## src/rtl/add_arbiter.sv

```systemverilog
// -----------------------------------------------------------------------------
// add_arbiter
//   Shares one external 8-bit ADD unit between two requesters. When the FSM is
//   IDLE and a request is seen, the winner's operands are registered onto
//   ADD_DATA1/ADD_DATA2 and a one-cycle grant pulse is issued. The FSM then
//   waits LAT edges and captures ADD_RESULT into RESULT. The captured sum is
//   announced with a one-cycle VALIDx pulse to the requester that was granted.
//
// Parameters
//   LAT          edges between the grant edge and the result capture (1..15)
//
// Configuration macro
//   ADD_ARB_ROUND_ROBIN_EN  defined   : simultaneous requests alternate, using
//                                       a last-grant register (reset to 1)
//                           undefined : simultaneous requests go to requester 0
//
// Ports
//   CLK                in   system clock, rising edge
//   RESET              in   synchronous active-high reset
//   REQ0, REQ1         in   add requests
//   DATA1_0, DATA2_0   in   requester 0 operands
//   DATA1_1, DATA2_1   in   requester 1 operands
//   GNT0, GNT1         out  one-cycle grant pulses
//   VALID0, VALID1     out  one-cycle result-ready pulses
//   RESULT             out  last captured sum, shared by both requesters
//   ADD_DATA1/2        out  registered operands to the ADD unit
//   ADD_RESULT         in   sum returned by the ADD unit
//   BUSY               out  high while an operation is in flight (WAIT)
// -----------------------------------------------------------------------------
module add_arbiter #(
   parameter int unsigned LAT = 1
) (
   input  logic       CLK,
   input  logic       RESET,
   input  logic       REQ0,
   input  logic [7:0] DATA1_0,
   input  logic [7:0] DATA2_0,
   input  logic       REQ1,
   input  logic [7:0] DATA1_1,
   input  logic [7:0] DATA2_1,
   output logic       GNT0,
   output logic       GNT1,
   output logic       VALID0,
   output logic       VALID1,
   output logic [7:0] RESULT,
   output logic [7:0] ADD_DATA1,
   output logic [7:0] ADD_DATA2,
   input  logic [7:0] ADD_RESULT,
   output logic       BUSY
);

   typedef enum logic {
      ST_IDLE = 1'b0,
      ST_WAIT = 1'b1
   } state_t;

   // The counter loads LAT-1 at the grant edge; the capture happens on the
   // edge that finds it at zero, i.e. exactly LAT edges after the grant.
   localparam logic [3:0] CNT_LOAD = 4'(LAT - 1);

   state_t     state_q;
   logic [3:0] cnt_q;
   logic       owner_q;      // requester of the operation currently in flight
   logic       gnt0_q;
   logic       gnt1_q;
   logic       valid0_q;
   logic       valid1_q;
   logic       busy_q;
   logic [7:0] result_q;
   logic [7:0] add_data1_q;
   logic [7:0] add_data2_q;

   logic       req_any_s;
   logic       pick1_s;      // 1 when requester 1 wins this edge

`ifdef ADD_ARB_ROUND_ROBIN_EN
   logic       last_q;       // requester granted most recently

   // Round-robin choice: on a tie, favour the requester not granted last.
   always_comb begin
      pick1_s = 1'b0;
      if (REQ0 && REQ1) begin
         pick1_s = ~last_q;
      end else if (REQ1) begin
         pick1_s = 1'b1;
      end else begin
         pick1_s = 1'b0;
      end
   end
`else
   // Fixed priority: requester 0 always wins a tie.
   always_comb begin
      pick1_s = 1'b0;
      if (REQ0) begin
         pick1_s = 1'b0;
      end else if (REQ1) begin
         pick1_s = 1'b1;
      end else begin
         pick1_s = 1'b0;
      end
   end
`endif

   assign req_any_s = REQ0 | REQ1;

   // Arbitration FSM with all outputs registered; reset has top priority.
   always_ff @(posedge CLK) begin
      if (RESET) begin
         state_q     <= ST_IDLE;
         cnt_q       <= 4'd0;
         owner_q     <= 1'b0;
         gnt0_q      <= 1'b0;
         gnt1_q      <= 1'b0;
         valid0_q    <= 1'b0;
         valid1_q    <= 1'b0;
         busy_q      <= 1'b0;
         result_q    <= 8'h00;
         add_data1_q <= 8'h00;
         add_data2_q <= 8'h00;
`ifdef ADD_ARB_ROUND_ROBIN_EN
         last_q      <= 1'b1;
`endif
      end else begin
         // Pulses default low; they are set for exactly one cycle below.
         gnt0_q   <= 1'b0;
         gnt1_q   <= 1'b0;
         valid0_q <= 1'b0;
         valid1_q <= 1'b0;
         case (state_q)
            ST_IDLE: begin
               if (req_any_s) begin
                  owner_q     <= pick1_s;
                  gnt0_q      <= ~pick1_s;
                  gnt1_q      <= pick1_s;
                  add_data1_q <= pick1_s ? DATA1_1 : DATA1_0;
                  add_data2_q <= pick1_s ? DATA2_1 : DATA2_0;
                  cnt_q       <= CNT_LOAD;
                  state_q     <= ST_WAIT;
                  busy_q      <= 1'b1;
`ifdef ADD_ARB_ROUND_ROBIN_EN
                  last_q      <= pick1_s;
`endif
               end else begin
                  // Idle with no request: every output except RESULT is 0.
                  add_data1_q <= 8'h00;
                  add_data2_q <= 8'h00;
                  state_q     <= ST_IDLE;
                  busy_q      <= 1'b0;
               end
            end
            ST_WAIT: begin
               // Requests are ignored here; operands stay as granted.
               if (cnt_q != 4'd0) begin
                  cnt_q  <= cnt_q - 4'd1;
                  busy_q <= 1'b1;
               end else begin
                  result_q <= ADD_RESULT;
                  valid0_q <= ~owner_q;
                  valid1_q <= owner_q;
                  state_q  <= ST_IDLE;
                  busy_q   <= 1'b0;
               end
            end
            default: begin
               state_q <= ST_IDLE;
               busy_q  <= 1'b0;
            end
         endcase
      end
   end

   assign GNT0      = gnt0_q;
   assign GNT1      = gnt1_q;
   assign VALID0    = valid0_q;
   assign VALID1    = valid1_q;
   assign BUSY      = busy_q;
   assign RESULT    = result_q;
   assign ADD_DATA1 = add_data1_q;
   assign ADD_DATA2 = add_data2_q;

endmodule

```

## config.mk

```make
export PLATFORM = sky130hd
export DESIGN_NAME = add_arbiter
export DESIGN_NICKNAME = d
export VERILOG_FILES = /design/src/rtl/add_arbiter.sv
export SDC_FILE = /design/constraint.sdc
export NUM_CORES = 1
export LEC_CHECK = 0
export ABC_AREA = 1
export CAP_MARGIN = 0
export CORE_MARGIN = 3
export CORE_UTILIZATION = 41
export CTS_CLUSTER_DIAMETER = 50
export DETAILED_ROUTE_END_ITERATION = 10
export GPL_TIMING_DRIVEN = 0
export PLACE_DENSITY = 0.84
export SETUP_SLACK_MARGIN = 0.02
export SLEW_MARGIN = 20
export SYNTH_ARGS = -nofsm -noshare
export SYNTH_HDL_FRONTEND = slang
export SYNTH_SLANG_ARGS = --single-unit
export TNS_END_PERCENT = 100
```

## constraint.sdc

```tcl
create_clock -name CLK -period 1.76 [get_ports CLK]
set_input_delay 0.352 -clock CLK [delete_from_list [all_inputs] [get_ports CLK]]
set_output_delay 0.352 -clock CLK [all_outputs]
set_load 0.02 [all_outputs]
```

== Word level (Yosys, flattened, before mapping) ==
Index checks and enable logic that the tools add are counted.

* Word-level logic and storage cells: 37
* Output and inout bits: 29
* Register bits after elaboration: 34
* Input port bits: 44

* Equal/unequal tests: 2
* Bitwise operators: 6
* Add/sub/neg operators: 1
* Reduce and logical (&&, ||, !) cells: 6
* Muxes and demuxes: 12

{| class="wikitable"
|+ Operators by type and width
! operator !! number
|-
| two-way mux 8 bit || 4
|-
| two-way mux 4 bit || 2
|-
| one-hot mux 4 bit (2 select lines) || 1
|-
| AND reduction 2 bit || 3
|-
| OR reduction 3 bit || 2
|-
| inverter 1 bit || 5
|-
| two-way mux 1 bit || 4
|-
| nonzero test 4 bit || 1
|-
| subtractor 4 x 1 -> 4 bit, second input constant || 1
|-
| != test 2 x 1 -> 1 bit, second input constant || 1
|-
| != test 2 bit, second input constant || 1
|-
| one-hot mux 1 bit (2 select lines) || 1
|-
| OR 1 bit || 1
|}

== Depth between registers and ports, before layout ==
* Depth after elaboration: 4
* Depth in mapped cells: 8
* Gate-level depth less buffers: 8

== Least setup slack after synthesis ==
OpenSTA, ideal clock, no wires.

* Path kind: reg-to-reg
* From: register BUSY (netlist name)
* To: register add_data1_q[2], in the netlist ADD_DATA1[2]
* Required time: 1643 ps
* Path slack: 592 ps
* Arrival time: 1051 ps
* Period minus slack after synthesis: 1168 ps
* Cell stages (with the launch flop): 8
* Buffers on the path: 2
* Library setup time: 117 ps
* Path through: dfxtp_1 -> buf_4 -> inv_2 -> nand4_2 -> inv_2 -> buf_6 -> nand2_1 -> o21ai_2

{| class="wikitable"
|+ RTL lines
! what !! RTL line !! source
|-
| end signal: assignment || 135 || <nowiki>add_data1_q <= pick1_s ? DATA1_1 : DATA1_0;</nowiki>
|-
| end: declaration || 70 || <nowiki>logic [7:0] add_data1_q;</nowiki>
|}

== Worst setup path in the final report ==
* From: register add_data1_q[6], in the netlist ADD_DATA1[6]
* To: output port ADD_DATA1[6]

{| class="wikitable"
|+ RTL lines
! what !! RTL line !! source
|-
| end: declaration || 46 || <nowiki>output logic [7:0] ADD_DATA1,</nowiki>
|}

No word-level cell between the ends.

==> impl_metrics.toml <==
[floorplanning]
die-area_sq_um = 3940
die_width_microns = 62.7
io_pins = 73
rows = 19
core_region_area_sq_um = 2900
fp.dieH_microns = 62.7
start_util_pct = 45.5

[pwr]
power_w = 0.00186
leakage_nw = 0.861
power_density_nw_per_um2 = 863
ir_drop_mv = 0.504

[worst_setup_path]
cp_slowest_cell = "clkdlybuf4s50_1"
worstSetupPathType = "flop to output pin"
worstPathArrival_ns = 1.30
worstPathBufferInverterCount = 1
path_cells = "clkdlybuf4s50_1"
start_kind = "flop"
regToRegSetupSlack_ns = 0.44
crit_path_end_kind = "output pin"
worstPathRequired_ns = 1.41
max_stage_delay_ns = 0.61
cp_max_fo = 2
crit_family = "buffers and inverters"

[synth]
async_flop_share_pct = 0
syn_nets = 204
syn_inst = 159
synth-edff-count = 0
yosysTopAreaCell = "dfxtp_1"
yosysSeqAreaShare_pct = 51.6
synth_area_leaders = "dfxtp_1 52%, nand2_1 11%, nand3_1 8.0%"
synth_warnings = 0
synth.most_common_cell = "nand2_1"
synth_seq_cells = 34
syn_area_per_cell_sq_um = 8.30
ys.flop_type = "dfxtp_1"
ys_types = 22
syn_area_sq_um = 1320
synth_common_cells = "38 x nand2_1, 34 x dfxtp_1, 21 x nand3_1"
netlist.area_leader.share_pct = 51.6

[clocking]
cts_num_sinks = 34
htreeDepth = 2
cts_buffer_depth = 2
root_buffer = "clkbuf_4"
post-cts-setup-buffer-count = 0
clk_pin_slew_ns = 0.10
cts_tree = "done"
clkLatencyLatePin_ns = 0.33
cts_buffers = 5

[status]
run_status = "completed"

[detailed_routing]
drt-total-wl_mm = 3.75
dr.first_iter.drc_count = 45
ant_nets = 0
drt-vias-per-instance = 5.00
firstDrtPassIters = 4
route.detailed.drc = 0
vias = 1404
wire_per_inst_microns = 13.4

[cells_and_area]
ff_latch_area_sq_um = 681
final_nets = 283
fillers = 241
drive_gt1_share_pct = 10.9
n_antenna_cell = 0
multi_input_area_sq_um = 557
final_core_util_pct = 74.3
area_growth_pct = 63.3

[sta]
rsz0062_at_grt = "no"
fin_crit_sh_pct = 94.1
max-slew-margin-rel_pct = 71.5
fmax_ghz = 0.604
fin_ws_ns = 0.105
skew_ns = 0.00962
tns_ns = 0
hold_ws_ns = 0.464
slew_viol_final = 0
post-route-min-period_ns = 1.66
hold_violations = 0
worst_slew_pin_slew_ns = 0.428
setup_violations = 0

[run]
maxCapViolCount = 0

[global_route]
grtUsageTotal_pct = 20.9
grt_max_degree = 11
first_global_vias = 1472
grt_pass1_wl_mm = 6.62
overflow = 0
antenna_found_initial = 0

[placement]
place_hpwl_mm = 2.88
dp_slack_ns = 0.0280
globalplace.congestion = 0.835
port_buffers = 72

[min_path]
worstHoldPathType = "flop to flop"
layout make-up:
type / instances / share of cell area [%]
Timing Repair Buffer: 72 / 33.5
Sequential cell: 34 / 31.6
Tap cell: 42 / 2.44
Buffer: 7 / 2.09
Clock inverter: 1 / 0.232
Multi-Input combinational cell: 108 / 25.8
Clock buffer: 7 / 2.55
Inverter: 10 / 1.74
kinds of logic (layout without fill, tap and decap cells):
family,Yosys count,count (layout),synth area share [%]
buffers and inverters,17,97,6.26
AND/OR/NAND/NOR,72,72,24.7
adder cells (fa/ha/maj),1,1,0.948
flip-flops,34,34,51.6
AO/OA/AOI/OAI,35,35,16.5
power by group:
group          total (W)  switching (W)  internal (W)  leakage [nW]
sequential      0.000878      0.0000389      0.000839         0.279
combinational   0.000541       0.000280      0.000261         0.547
clock           0.000442       0.000249      0.000193        0.0353
total            0.00186       0.000568       0.00129         0.861
worst min-delay path, delay by kind of cell, from the launching register on:
family	cells	cell delay, ns
AOI/OAI and AO/OA	1	0.05
DFF	1	0.32
and+or+nand+nor	1	0.06
per-layer routing:
metal  GRT usage (%)  vias to the layer above  part of all wire, %
li1                -                      695                    -
met2            36.8                       63                   50
met1            22.9                      638                   40
met4            9.92                        0                  1.7
met5               0                        -                    0
met3            6.29                        8                  8.0
flip-flops by register name, indices dropped and copies added, names as in the netlist:
| signal | cells |
|---|---|
| VALID0 | 1 |
| GNT1 | 1 |
| GNT0 | 1 |
| ADD_DATA1 | 8 |
| ADD_DATA2 | 8 |
| VALID1 | 1 |
| RESULT | 8 |
| cnt_q | 4 |
| owner_q | 1 |
| BUSY | 1 |
final timing paths:
path,startpoint,end,cells after the start
setup / recovery,ADD_DATA1[6],ADD_DATA1[6],1
hold / removal,RESULT[5],RESULT[5],2
setup reg to reg,cnt_q[0],VALID1,6
hold reg to reg,RESULT[5],RESULT[5],2
stage by stage:
| stage | cell area, sq um | std cells |
|---|---|---|
| floorplan | 1320 | 159 |
| global placement | 2090 | 273 |
| detailed placement | 2090 | 273 |
| CTS | 2150 | 281 |
| global route | 2160 | 281 |
| finish | 2160 | 281 |
cells in the final DEF (no fill, tap or decap):
master           count
nand2_1             38
inv_1                5
buf_6                1
nor3b_1              1
a22oi_1             11
nand2_2              2
clkbuf_1             2
nor2_1               5
nor3_1               2
clkinv_2             1
buf_4                2
ha_1                 1
o21ai_2              4
buf_2                3
clkdlybuf4s50_1     71
nor2_4               1
or2_1                1
nand4_2              1
nand3_1             21
dlymetal6s2s_1       1
clkbuf_4             5
inv_2                5
clkbuf_8             1
dfxtp_1             34
o21ai_0              5
a21oi_1             12
o21ai_1              3
repair_timing:
item | 4_1_cts | 5_1_grt
hold buffers | 0 | 0
setup endpoints to repair | 0 | 1
resized for setup | 0 | 1
No activity file was read; power rests on OpenSTA's default activity.
